--- src/rtl/mem_arbiter_if.sv ---
// Cache-side and memory-side bus of mem_arbiter. The slave modport is the
// arbiter's view; master is the view of the caches plus memory model.
interface mem_arbiter_if #(
  parameter int WORDS = 8
);
  localparam int OFF = $clog2(WORDS);

  logic           i_req;
  logic [15:0]    i_addr;
  logic           d_req;
  logic           d_wr;
  logic [15:0]    d_addr;
  logic [15:0]    d_wdata;
  logic           i_busy;
  logic           d_busy;
  logic           i_valid;
  logic           d_valid;
  logic [15:0]    fill_data;
  logic [OFF-1:0] fill_word;
  logic           i_done;
  logic           d_done;
  logic           wr_ack;
  logic           mem_en;
  logic           mem_wr;
  logic [15:0]    mem_addr;
  logic [15:0]    mem_wdata;
  logic [15:0]    mem_rdata;
  logic           mem_rvalid;

  modport slave (
    input  i_req, i_addr, d_req, d_wr, d_addr, d_wdata, mem_rdata, mem_rvalid,
    output i_busy, d_busy, i_valid, d_valid, fill_data, fill_word,
           i_done, d_done, wr_ack, mem_en, mem_wr, mem_addr, mem_wdata
  );

  modport master (
    output i_req, i_addr, d_req, d_wr, d_addr, d_wdata, mem_rdata, mem_rvalid,
    input  i_busy, d_busy, i_valid, d_valid, fill_data, fill_word,
           i_done, d_done, wr_ack, mem_en, mem_wr, mem_addr, mem_wdata
  );
endinterface

--- src/rtl/mem_arbiter.sv ---
// I/D-cache arbiter for the shared pipelined memory port: block fills and
// single-word write-throughs. ARB_RR_EN selects round-robin I/D arbitration.
module mem_arbiter #(
  parameter int WORDS = 8
) (
  input  logic          clk,
  input  logic          rst_n,
  mem_arbiter_if.slave  bus
);
  localparam int OFF   = $clog2(WORDS);
  localparam int BLK_W = 16 - OFF - 1;
  localparam logic [OFF-1:0] LAST = OFF'(WORDS - 1);

  typedef enum logic [1:0] {IDLE, IFILL, DFILL, DWRITE} state_t;

  state_t           state_q, state_d;
  logic [OFF-1:0]   ic_q, ic_d;
  logic [OFF-1:0]   rc_q, rc_d;
  logic             issued_q, issued_d;
  logic [BLK_W-1:0] blk_q;
  logic [15:0]      waddr_q;
  logic [15:0]      wdata_q;

  logic d_side;
  logic pick_d;
  logic fill_act;
  logic issue;
  logic ret;
  logic last_ret;
  logic wr;
  logic unused_addr_bits;

  assign unused_addr_bits = ^bus.i_addr[OFF:0];
  assign d_side = bus.d_wr | bus.d_req;

`ifdef ARB_RR_EN
  logic last_d_q;

  // On a contest the side that did not win last time gets the port.
  assign pick_d = d_side & (~bus.i_req | ~last_d_q);
`else
  assign pick_d = d_side;
`endif

  assign fill_act = (state_q == IFILL) || (state_q == DFILL);
  assign issue    = fill_act & ~issued_q;
  assign ret      = fill_act & bus.mem_rvalid;
  assign last_ret = ret & (rc_q == LAST);
  assign wr       = (state_q == DWRITE);

  assign bus.i_busy    = (state_q == IFILL);
  assign bus.d_busy    = (state_q == DFILL) || wr;
  assign bus.i_valid   = ret & (state_q == IFILL);
  assign bus.d_valid   = ret & (state_q == DFILL);
  assign bus.i_done    = last_ret & (state_q == IFILL);
  assign bus.d_done    = last_ret & (state_q == DFILL);
  assign bus.fill_data = ret ? bus.mem_rdata : '0;
  assign bus.fill_word = ret ? rc_q : '0;
  assign bus.wr_ack    = wr;
  assign bus.mem_en    = issue | wr;
  assign bus.mem_wr    = wr;
  assign bus.mem_addr  = issue ? {blk_q, ic_q, 1'b0} : (wr ? waddr_q : '0);
  assign bus.mem_wdata = wr ? wdata_q : '0;

  always_comb begin
    state_d  = state_q;
    ic_d     = ic_q;
    rc_d     = rc_q;
    issued_d = issued_q;
    case (state_q)
      IDLE: begin
        if (pick_d && bus.d_wr)  state_d = DWRITE;
        else if (pick_d)         state_d = DFILL;
        else if (bus.i_req)      state_d = IFILL;
      end
      IFILL, DFILL: begin
        if (issue) begin
          ic_d = ic_q + 1'b1;
          if (ic_q == LAST) issued_d = 1'b1;
        end
        if (ret) rc_d = rc_q + 1'b1;
        // Last return ends the fill; issue is always finished by then.
        if (last_ret) begin
          state_d  = IDLE;
          ic_d     = '0;
          rc_d     = '0;
          issued_d = 1'b0;
        end
      end
      default: state_d = IDLE;
    endcase
  end

  always_ff @(posedge clk or negedge rst_n) begin
    if (!rst_n) begin
      state_q  <= IDLE;
      ic_q     <= '0;
      rc_q     <= '0;
      issued_q <= 1'b0;
`ifdef ARB_RR_EN
      last_d_q <= 1'b0;
`endif
    end else begin
      state_q  <= state_d;
      ic_q     <= ic_d;
      rc_q     <= rc_d;
      issued_q <= issued_d;
`ifdef ARB_RR_EN
      if (state_q == IDLE && (d_side || bus.i_req)) last_d_q <= pick_d;
`endif
    end
  end

  // Request payload is sampled every idle cycle; the grant cycle's copy sticks.
  always_ff @(posedge clk) begin
    if (state_q == IDLE) begin
      blk_q   <= pick_d ? bus.d_addr[15:OFF+1] : bus.i_addr[15:OFF+1];
      waddr_q <= bus.d_addr;
      wdata_q <= bus.d_wdata;
    end
  end
endmodule

--- src/flat_wrapper.sv ---
// flat-port wrapper written by rule: the top's interface ports become plain ports
module mem_arbiter_flat 
#(
  parameter int WORDS = 8
)
  (clk, rst_n, bus_i_req, bus_i_addr, bus_d_req, bus_d_wr, bus_d_addr, bus_d_wdata, bus_mem_rdata, bus_mem_rvalid, bus_i_busy, bus_d_busy, bus_i_valid, bus_d_valid, bus_fill_data, bus_fill_word, bus_i_done, bus_d_done, bus_wr_ack, bus_mem_en, bus_mem_wr, bus_mem_addr, bus_mem_wdata);
  mem_arbiter_if #(.WORDS(WORDS)) bus_i ();
  input  logic clk;
  input  logic rst_n;
  input wire logic [$bits(bus_i.i_req)-1:0] bus_i_req;
  input wire logic [$bits(bus_i.i_addr)-1:0] bus_i_addr;
  input wire logic [$bits(bus_i.d_req)-1:0] bus_d_req;
  input wire logic [$bits(bus_i.d_wr)-1:0] bus_d_wr;
  input wire logic [$bits(bus_i.d_addr)-1:0] bus_d_addr;
  input wire logic [$bits(bus_i.d_wdata)-1:0] bus_d_wdata;
  input wire logic [$bits(bus_i.mem_rdata)-1:0] bus_mem_rdata;
  input wire logic [$bits(bus_i.mem_rvalid)-1:0] bus_mem_rvalid;
  output wire logic [$bits(bus_i.i_busy)-1:0] bus_i_busy;
  output wire logic [$bits(bus_i.d_busy)-1:0] bus_d_busy;
  output wire logic [$bits(bus_i.i_valid)-1:0] bus_i_valid;
  output wire logic [$bits(bus_i.d_valid)-1:0] bus_d_valid;
  output wire logic [$bits(bus_i.fill_data)-1:0] bus_fill_data;
  output wire logic [$bits(bus_i.fill_word)-1:0] bus_fill_word;
  output wire logic [$bits(bus_i.i_done)-1:0] bus_i_done;
  output wire logic [$bits(bus_i.d_done)-1:0] bus_d_done;
  output wire logic [$bits(bus_i.wr_ack)-1:0] bus_wr_ack;
  output wire logic [$bits(bus_i.mem_en)-1:0] bus_mem_en;
  output wire logic [$bits(bus_i.mem_wr)-1:0] bus_mem_wr;
  output wire logic [$bits(bus_i.mem_addr)-1:0] bus_mem_addr;
  output wire logic [$bits(bus_i.mem_wdata)-1:0] bus_mem_wdata;
  assign bus_i.i_req = bus_i_req;
  assign bus_i.i_addr = bus_i_addr;
  assign bus_i.d_req = bus_d_req;
  assign bus_i.d_wr = bus_d_wr;
  assign bus_i.d_addr = bus_d_addr;
  assign bus_i.d_wdata = bus_d_wdata;
  assign bus_i.mem_rdata = bus_mem_rdata;
  assign bus_i.mem_rvalid = bus_mem_rvalid;
  assign bus_i_busy = bus_i.i_busy;
  assign bus_d_busy = bus_i.d_busy;
  assign bus_i_valid = bus_i.i_valid;
  assign bus_d_valid = bus_i.d_valid;
  assign bus_fill_data = bus_i.fill_data;
  assign bus_fill_word = bus_i.fill_word;
  assign bus_i_done = bus_i.i_done;
  assign bus_d_done = bus_i.d_done;
  assign bus_wr_ack = bus_i.wr_ack;
  assign bus_mem_en = bus_i.mem_en;
  assign bus_mem_wr = bus_i.mem_wr;
  assign bus_mem_addr = bus_i.mem_addr;
  assign bus_mem_wdata = bus_i.mem_wdata;
  mem_arbiter #(.WORDS(WORDS)) u_core (.clk(clk), .rst_n(rst_n), .bus(bus_i));
endmodule
--- config.mk ---
export PLATFORM = sky130hd
export DESIGN_NAME = mem_arbiter_flat
export DESIGN_NICKNAME = d
export VERILOG_FILES = /design/src/rtl/mem_arbiter_if.sv /design/src/rtl/mem_arbiter.sv /design/src/flat_wrapper.sv
export SDC_FILE = /design/constraint.sdc
export NUM_CORES = 1
export LEC_CHECK = 0
export BUFFER_PORTS_ARGS = -buffer_cell sky130_fd_sc_hd__buf_4
export CAP_MARGIN = 20
export CORE_AREA = 4 4 78 80
export CTS_CLUSTER_DIAMETER = 30
export CTS_CLUSTER_SIZE = 28
export DETAILED_ROUTE_END_ITERATION = 10
export DIE_AREA = 0 0 82 84
export GPL_ROUTABILITY_DRIVEN = 0
export HOLD_SLACK_MARGIN = 0.08
export PLACE_DENSITY = 0.95
export SYNTH_ARGS = -nofsm -noshare
export SYNTH_HDL_FRONTEND = slang
export SYNTH_SLANG_ARGS = --single-unit
--- constraint.sdc ---
create_clock -name clk -period 6.3 [get_ports clk]
set_input_delay 1.89 -clock clk [delete_from_list [all_inputs] [get_ports clk]]
set_output_delay 1.89 -clock clk [all_outputs]
set_load 0.01 [all_outputs]
==> flow_results.xml, run 1 <==
<?xml version="1.0" encoding="UTF-8"?>
<metrics>
  <group name="global_route">
    <metric name="grt_first_pass_wirelength" unit="um">9094</metric>
    <metric name="grt_max_degree" unit="">47</metric>
    <metric name="antenna_found_initial" unit="">0</metric>
    <metric name="grt.total_usage" unit="%">17.25</metric>
    <metric name="first_global_vias" unit="">1951</metric>
    <metric name="gr-total-overflow" unit="">0</metric>
  </group>
  <group name="logic_synthesis">
    <metric name="yosys_register_bits" unit="">53</metric>
    <metric name="asyncSetResetFlopFracSynth" unit="%">16.98</metric>
    <metric name="synth.cells.most_frequent" unit="">44 x sky130_fd_sc_hd__edfxtp_1, 33 x sky130_fd_sc_hd__nand2_1, 21 x sky130_fd_sc_hd__and3_1</metric>
    <metric name="synthDominantCellAreaShare" unit="%">51.66</metric>
    <metric name="syn_area" unit="mm^2">0.002557</metric>
    <metric name="synth.lib_cells_used.distinct" unit="">28</metric>
    <metric name="syn_avg_cell_area" unit="um^2">12.72</metric>
    <metric name="post_synth_main_area_contributors" unit="">sky130_fd_sc_hd__edfxtp_1 52%, sky130_fd_sc_hd__dfrtp_1 8.8%, sky130_fd_sc_hd__mux2_2 5.7%</metric>
    <metric name="most_area_hungry_cell_type_in_the_yosys_netlist" unit="">sky130_fd_sc_hd__edfxtp_1</metric>
    <metric name="yosys_warnings" unit="">0</metric>
    <metric name="yosys.cell_count.top_type" unit="">sky130_fd_sc_hd__edfxtp_1</metric>
    <metric name="synthCells" unit="">201</metric>
    <metric name="synth_ff_type" unit="">sky130_fd_sc_hd__edfxtp_1</metric>
    <metric name="synth_enable_flop_cells" unit="">44</metric>
    <metric name="syn-num-nets" unit="">279</metric>
    <metric name="seq_area_frac_synth" unit="%">60.47</metric>
  </group>
  <group name="place">
    <metric name="post-dp-hpwl" unit="um">4499</metric>
    <metric name="placement_cell_area" unit="mm^2">0.003502</metric>
    <metric name="port_buffers" unit="">125</metric>
    <metric name="dpl_worst_slack" unit="ns">1.761</metric>
  </group>
  <group name="timing">
    <metric name="holdWs" unit="ns">0.5232</metric>
    <metric name="fmaxAchievable" unit="GHz">0.2198</metric>
    <metric name="hold_viol_final" unit="">0</metric>
    <metric name="period_share" unit="%">72.20</metric>
    <metric name="max-slew-margin-rel" unit="%">58.96</metric>
    <metric name="layout_setup_ws" unit="ns">1.751</metric>
    <metric name="rsz0062_at_grt" unit="">no</metric>
    <metric name="timing.setup.tns" unit="ns">0</metric>
    <metric name="timing_max_transition_violations_final" unit="">0</metric>
    <metric name="final-setup-viol-count" unit="">0</metric>
    <metric name="actual_slew_at_the_worst_max_slew_pin" unit="ns">0.6156</metric>
    <metric name="final.min_clock_period" unit="ns">4.549</metric>
    <metric name="finClkSkew" unit="ns">0.006480</metric>
  </group>
  <group name="worst_setup_path">
    <metric name="critical_path_class" unit="">in2out</metric>
    <metric name="cpPeakStageDelay" unit="ns">0.29</metric>
    <metric name="critPathMaxFanout" unit="">24</metric>
    <metric name="critical-path-top-cell-by-count" unit="">sky130_fd_sc_hd__buf_4</metric>
    <metric name="crit-reg2reg-launch" unit="">u_core.state_q[1]$_DFFE_PN0P_</metric>
    <metric name="cp_data_required_time" unit="ns">4.41</metric>
    <metric name="critical_path_source_type" unit="">input port</metric>
    <metric name="worstPathCellList" unit="">buf_4 -&gt; and3_1 -&gt; and2_1 -&gt; buf_4</metric>
    <metric name="endpoint_kind" unit="">output pin</metric>
    <metric name="critPathArrivalTime" unit="ns">2.66</metric>
    <metric name="worst-path-buf-inv" unit="">2</metric>
    <metric name="critical-path-top-delay-family" unit="">simple AND/OR/NAND/NOR gates</metric>
    <metric name="crit-reg2reg-capture" unit="">u_core.ic_q[0]$_DFFE_PN0P_</metric>
    <metric name="depth_of_the_worst_register_to_register_path" unit="">6</metric>
    <metric name="timing.critical_path.slowest_stage_cell" unit="">sky130_fd_sc_hd__and3_1</metric>
    <metric name="r2r_slack" unit="ns">4.09</metric>
  </group>
  <group name="final_layout">
    <metric name="antenna_cells_inserted" unit="">0</metric>
    <metric name="final_design_area_no_fill" unit="mm^2">0.003664</metric>
    <metric name="synthToLayoutAreaGrowth" unit="%">43.25</metric>
    <metric name="ratio_of_cells_with_drive_above_1_in_the_final_layout" unit="%">51.54</metric>
    <metric name="final_nets" unit="">401</metric>
  </group>
  <group name="status">
    <metric name="outcome" unit="">finished clean</metric>
  </group>
  <group name="clock_tree">
    <metric name="postCtsResizedCells" unit="">0</metric>
    <metric name="clock_sinks" unit="">53</metric>
    <metric name="cts_tree" unit="">yes</metric>
    <metric name="postCtsHoldBufs" unit="">0</metric>
    <metric name="htree_levels" unit="">2</metric>
    <metric name="cts_made_buffers" unit="">5</metric>
    <metric name="post-cts-setup-buffer-count" unit="">0</metric>
    <metric name="clock_latency_on_the_worst_skew_pair" unit="ns">0.29</metric>
    <metric name="clockBufferDepth" unit="">2</metric>
    <metric name="clk_pin_slew" unit="ns">0.09</metric>
    <metric name="clock-root-buffer" unit="">sky130_fd_sc_hd__clkbuf_8</metric>
  </group>
  <group name="floorplan">
    <metric name="die-area" unit="mm^2">0.006888</metric>
    <metric name="die_x" unit="um">82</metric>
    <metric name="core.rowCount" unit="">27</metric>
    <metric name="die_y" unit="um">84</metric>
    <metric name="io_pins" unit="">130</metric>
    <metric name="core_area" unit="mm^2">0.005405</metric>
    <metric name="initial_utilization" unit="%">47.31</metric>
  </group>
  <group name="drt">
    <metric name="route.final.wire_length" unit="um">6054</metric>
    <metric name="wire_per_inst" unit="um">15.29</metric>
    <metric name="drt_iter0_markers" unit="">60</metric>
    <metric name="drt-pass1-iter-count" unit="">4</metric>
    <metric name="via_per_inst" unit="">4.833</metric>
    <metric name="ant_nets" unit="">0</metric>
    <metric name="vias" unit="">1914</metric>
    <metric name="drt_drc_violations_left" unit="">0</metric>
  </group>
  <group name="pwr">
    <metric name="power_density" unit="mW/mm^2">395.8</metric>
    <metric name="cellLeakagePower" unit="nW">1.691</metric>
    <metric name="vdd.ir_drop.worst" unit="mV">0.1942</metric>
  </group>
  <group name="flow_run">
    <metric name="maxCapViolCount" unit="">0</metric>
  </group>
  <group name="min_path">
    <metric name="worstHoldEndpoint" unit="">u_core.issued_q$_DFFE_PN0P_</metric>
    <metric name="timing.hold.worst.class" unit="">reg2reg</metric>
    <metric name="timing.hold.worst_path_depth" unit="">2</metric>
    <metric name="timing.hold.worst.start" unit="">u_core.issued_q$_DFFE_PN0P_</metric>
  </group>
</metrics>
## worst max path at each step
stage                             startpoint          endpoint  cells after the start
2_1_floorplan                 bus_mem_rvalid  bus_fill_data[0]                      2
3_3_place_gp                  bus_mem_rvalid        bus_i_done                      4
3_5_place_dp                  bus_mem_rvalid        bus_d_done                      4
4_1_cts                       bus_mem_rvalid        bus_d_done                      4
5_1_grt        u_core.state_q[1]$_DFFE_PN0P_   bus_mem_addr[9]                      7
6_report                      bus_mem_rvalid        bus_d_done                      4
## registers in the layout, summed over array words and instances, names as in the netlist
register / flops
u_core.state_q: 2
u_core.wdata_q: 16
u_core.issued_q: 1
u_core.ic_q: 3
u_core.rc_q: 3
u_core.waddr_q: 16
u_core.blk_q: 12
## cells by family after synthesis
family / synth area share, %
multiplexers: 6.507
flip-flops: 60.47
adder cells (fa/ha/maj): 3.914
XOR/XNOR: 0.3425
buffers and inverters: 3.963
AO/OA/AOI/OAI: 7.339
AND/OR/NAND/NOR: 17.47
## placed cells by master, fill, tap and decap left out, drive strengths merged
cell type	Yosys	final
a211oi	1	1
a21boi	1	1
a21o	1	1
a21oi	2	2
a22o	1	1
and2	19	19
and2b	1	1
and3	21	21
buf	6	128
bufinv	0	1
clkbuf	7	6
clkinv	0	1
dfrtp	9	9
edfxtp	44	44
ha	8	8
inv	2	2
mux2	13	13
mux2i	2	2
nand2	33	33
nand2b	2	2
nor2	6	6
nor3	2	2
o21ai	16	16
o22ai	1	1
or2	2	2
xnor2	1	1
## per-layer routing
metal	wire [um]	part of all wire (%)	global-route usage (%)
met5	0	0	0
met4	125	2.1	6.647
met3	523	8.6	5.184
met2	3325	55	32.40
met1	2080	34	16.98
## cell type report
| cell class | count | area, um^2 |
|---|---|---|
| flip-flops and latches | 53 | 1546 |
| clock inverters | 2 | 33.78 |
| inverters | 2 | 7.507 |
| repair buffers | 128 | 1001 |
| well taps | 72 | 90.09 |
| fillers | 409 | 1742 |
| multi-input cells | 133 | 912.1 |
| clock buffers | 6 | 72.57 |
## power breakdown
group | total, mW | switching (mW) | internal [mW]
Combinational | 0.637 | 0.333 | 0.304
Sequential | 0.592 | 0.0458 | 0.546
Clock | 0.221 | 0.104 | 0.117
## per-stage QoR
step / power, mW / utilization (%) / cells
after global routing: 1.547 / 67.78 / 396
final: 1.450 / 67.78 / 396
after global placement: 1.180 / 64.79 / 386
after CTS: 1.433 / 66.76 / 394
after floorplan: 0.9522 / - / 201
after detailed placement: 1.212 / 64.79 / 386
## worst reg2reg max path, cell delays in order (launching register included)
cell and delay (ns):
sky130_fd_sc_hd__dfrtp_1 0.41, sky130_fd_sc_hd__inv_1 0.10, sky130_fd_sc_hd__ha_2 0.52, sky130_fd_sc_hd__and2b_1 0.45
sky130_fd_sc_hd__buf_4 0.41, sky130_fd_sc_hd__xnor2_1 0.16, sky130_fd_sc_hd__nor2_1 0.05
Power figures use the tool's default switching activity.
==> inputs of run 2 (changes only) <==
--- a/config.mk
+++ b/config.mk
@@ -7,14 +7,14 @@
 export LEC_CHECK = 0
 export BUFFER_PORTS_ARGS = -buffer_cell sky130_fd_sc_hd__buf_4
 export CAP_MARGIN = 20
-export CORE_AREA = 4 4 78 80
+export CORE_AREA = 4 4 84 86
 export CTS_CLUSTER_DIAMETER = 30
 export CTS_CLUSTER_SIZE = 28
 export DETAILED_ROUTE_END_ITERATION = 10
-export DIE_AREA = 0 0 82 84
+export DIE_AREA = 0 0 88 90
 export GPL_ROUTABILITY_DRIVEN = 0
 export HOLD_SLACK_MARGIN = 0.08
-export PLACE_DENSITY = 0.95
+export PLACE_DENSITY = 0.87
 export SYNTH_ARGS = -nofsm -noshare
 export SYNTH_HDL_FRONTEND = slang
 export SYNTH_SLANG_ARGS = --single-unit
==> constraint.sdc (replaced) <==
create_clock -name clk -period 3.9 [get_ports clk]
set_input_delay 1.17 -clock clk [delete_from_list [all_inputs] [get_ports clk]]
set_output_delay 1.17 -clock clk [all_outputs]
set_load 0.01 [all_outputs]
==> flow_results.xml, run 2 (same netlist as run 1, synthesis figures left out) <==
<?xml version="1.0" encoding="UTF-8"?>
<metrics>
  <group name="worst_setup_path">
    <metric name="critical-path-top-cell-by-count" unit="">sky130_fd_sc_hd__buf_4</metric>
    <metric name="cp_data_required_time" unit="ns">2.73</metric>
    <metric name="timing.critical_path.from" unit="">u_core.state_q[0]$_DFFE_PN0P_</metric>
    <metric name="critPathArrivalTime" unit="ns">2.27</metric>
    <metric name="critical_path_source_type" unit="">flop</metric>
    <metric name="cpPeakStageDelay" unit="ns">0.53</metric>
    <metric name="endpoint_kind" unit="">output pin</metric>
    <metric name="worstPathCellList" unit="">inv_1 -&gt; ha_2 -&gt; and2b_2 -&gt; buf_4 -&gt; nand2_1 -&gt; o21ai_2 -&gt; buf_4</metric>
    <metric name="critical_path_class" unit="">reg2out</metric>
    <metric name="critPathMaxFanout" unit="">35</metric>
    <metric name="timing.critical_path.slowest_stage_cell" unit="">sky130_fd_sc_hd__ha_2</metric>
    <metric name="crit-reg2reg-launch" unit="">u_core.state_q[0]$_DFFE_PN0P_</metric>
  </group>
  <group name="floorplan">
    <metric name="initial_utilization" unit="%">40.74</metric>
    <metric name="die_y" unit="um">90</metric>
    <metric name="die_x" unit="um">88</metric>
    <metric name="io_pins" unit="">130</metric>
    <metric name="core.rowCount" unit="">29</metric>
    <metric name="die-area" unit="mm^2">0.007920</metric>
    <metric name="core_area" unit="mm^2">0.006277</metric>
  </group>
  <group name="place">
    <metric name="port_buffers" unit="">125</metric>
    <metric name="numPlacedInstances" unit="">392</metric>
    <metric name="post-dp-hpwl" unit="um">4362</metric>
  </group>
  <group name="drt">
    <metric name="wire_per_inst" unit="um">14.26</metric>
    <metric name="drt_iter0_markers" unit="">17</metric>
    <metric name="drt-pass1-iter-count" unit="">4</metric>
    <metric name="vias" unit="">1914</metric>
    <metric name="route.final.wire_length" unit="um">5705</metric>
    <metric name="via_per_inst" unit="">4.785</metric>
    <metric name="ant_nets" unit="">0</metric>
    <metric name="drt_drc_violations_left" unit="">0</metric>
  </group>
  <group name="timing">
    <metric name="actual_slew_at_the_worst_max_slew_pin" unit="ns">1.049</metric>
    <metric name="timing.setup.tns" unit="ns">0</metric>
    <metric name="final-setup-viol-count" unit="">0</metric>
    <metric name="hold_viol_final" unit="">0</metric>
    <metric name="max-slew-margin-rel" unit="%">30.06</metric>
    <metric name="finClkSkew" unit="ns">0.006318</metric>
    <metric name="fmaxAchievable" unit="GHz">0.2910</metric>
    <metric name="final.min_clock_period" unit="ns">3.437</metric>
    <metric name="rsz0062_at_grt" unit="">no</metric>
    <metric name="period_share" unit="%">88.12</metric>
    <metric name="timing_max_transition_violations_final" unit="">0</metric>
  </group>
  <group name="clock_tree">
    <metric name="cts_tree" unit="">yes</metric>
    <metric name="clock_latency_on_the_worst_skew_pair" unit="ns">0.30</metric>
    <metric name="postCtsHoldBufs" unit="">0</metric>
    <metric name="clockBufferDepth" unit="">2</metric>
    <metric name="post-cts-setup-buffer-count" unit="">0</metric>
    <metric name="clock_sinks" unit="">53</metric>
    <metric name="clock-root-buffer" unit="">sky130_fd_sc_hd__clkbuf_8</metric>
    <metric name="postCtsResizedCells" unit="">0</metric>
    <metric name="clk_pin_slew" unit="ns">0.09</metric>
    <metric name="htree_levels" unit="">2</metric>
    <metric name="cts_made_buffers" unit="">5</metric>
  </group>
  <group name="status">
    <metric name="outcome" unit="">finished clean</metric>
  </group>
  <group name="global_route">
    <metric name="grt_first_pass_wirelength" unit="um">8728</metric>
    <metric name="gr-total-overflow" unit="">0</metric>
    <metric name="first_global_vias" unit="">1895</metric>
    <metric name="antenna_found_initial" unit="">0</metric>
    <metric name="grt.total_usage" unit="%">14.09</metric>
    <metric name="grt_max_degree" unit="">47</metric>
  </group>
  <group name="final_layout">
    <metric name="final_util" unit="%">57.46</metric>
    <metric name="final_cell_mix" unit="">127 x sky130_fd_sc_hd__buf_4, 44 x sky130_fd_sc_hd__edfxtp_1, 33 x sky130_fd_sc_hd__nand2_1</metric>
    <metric name="antenna_cells_inserted" unit="">0</metric>
    <metric name="final_nets" unit="">400</metric>
    <metric name="largestRegisters" unit="">u_core.waddr_q x16, u_core.wdata_q x16, u_core.blk_q x12</metric>
    <metric name="ratio_of_cells_with_drive_above_1_in_the_final_layout" unit="%">52.01</metric>
    <metric name="post_route_non_filler_standard_cell_count" unit="">400</metric>
    <metric name="synthToLayoutAreaGrowth" unit="%">41.05</metric>
    <metric name="final_common_cell" unit="">sky130_fd_sc_hd__buf_4</metric>
  </group>
  <group name="pwr">
    <metric name="cellLeakagePower" unit="nW">1.665</metric>
    <metric name="vdd.ir_drop.worst" unit="mV">0.3807</metric>
    <metric name="power_density" unit="mW/mm^2">619.4</metric>
    <metric name="total_power" unit="mW">2.234</metric>
  </group>
  <group name="min_path">
    <metric name="timing.hold.worst.start" unit="">u_core.rc_q[2]$_DFFE_PN0P_</metric>
    <metric name="timing.hold.worst.class" unit="">reg2reg</metric>
  </group>
  <group name="flow_run">
    <metric name="maxCapViolCount" unit="">0</metric>
  </group>
</metrics>
-- run 2: changes by cell type in the layout (fill, tap and decap cells not counted), sizes merged --
| cell | previous run | this run |
|---|---|---|
| buf | 128 | 127 |
| inv | 2 | 3 |
| bufinv | 1 | 0 |
| clkinv | 1 | 2 |
| clkbuf | 6 | 5 |
-- run 2: worst max-delay path, delay by kind of cell, from the launching register on --
family                   cells  cell delay, ns
adder cells (fa/ha/maj)      1            0.53
AO/OA/AOI/OAI                1            0.07
AND/OR/NAND/NOR              2            0.31
buffers and inverters        3            0.62
flip-flops                   1            0.41
-- run 2: power breakdown --
| group | total [mW] | switching, mW | internal, mW |
|---|---|---|---|
| clock | 0.307 | 0.179 | 0.128 |
| combinational | 0.966 | 0.522 | 0.444 |
| sequential | 0.961 | 0.0732 | 0.888 |
| total | 2.23 | 0.774 | 1.46 |
-- run 2: path summary, 6_finish.rpt --
kind / to / slack (ns) / depth (start not counted)
max in group asynchronous: u_core.state_q[1]$_DFFE_PN0P_ / 3.09 / 1
min: u_core.rc_q[2]$_DFFE_PN0P_ / 0.51 / 2
min in group asynchronous: u_core.ic_q[0]$_DFFE_PN0P_ / 0.68 / 1
max: bus_mem_addr[15] / 0.46 / 7
min reg2reg: u_core.rc_q[2]$_DFFE_PN0P_ / 0.51 / 2
max reg2reg: u_core.ic_q[1]$_DFFE_PN0P_ / 1.85 / 6
-- run 2: final cells by class --
type / instances / area [um^2]
flip-flops and latches: 53 / 1546
multi-input cells: 133 / 913.4
clock buffers: 5 / 68.82
inverters: 2 / 7.507
repair buffers: 127 / 953.4
well taps: 77 / 96.34
clock inverters: 3 / 21.27
fillers: 529 / 2670
-- run 2: per-stage QoR --
stage / setup WS [ns] / hold slack [ns] / cell area [um^2]
CTS: 0.4297 / 0.5175 / 3607
global route: 0.2369 / 0.5382 / 3607
detailed placement: 0.7798 / 0.4955 / 3517
finish: 0.4634 / 0.5148 / 3607
global placement: 0.8101 / 0.4735 / 3517
floorplan: 1.156 / 0.4556 / 2557
-- run 2: per-layer routing --
layer / part of all wire (%) / global-route usage [%]
met4: 0.39 / 3.453
met3: 14 / 5.759
met5: 0 / 0
met2: 52 / 25.69
met1: 34 / 14.66
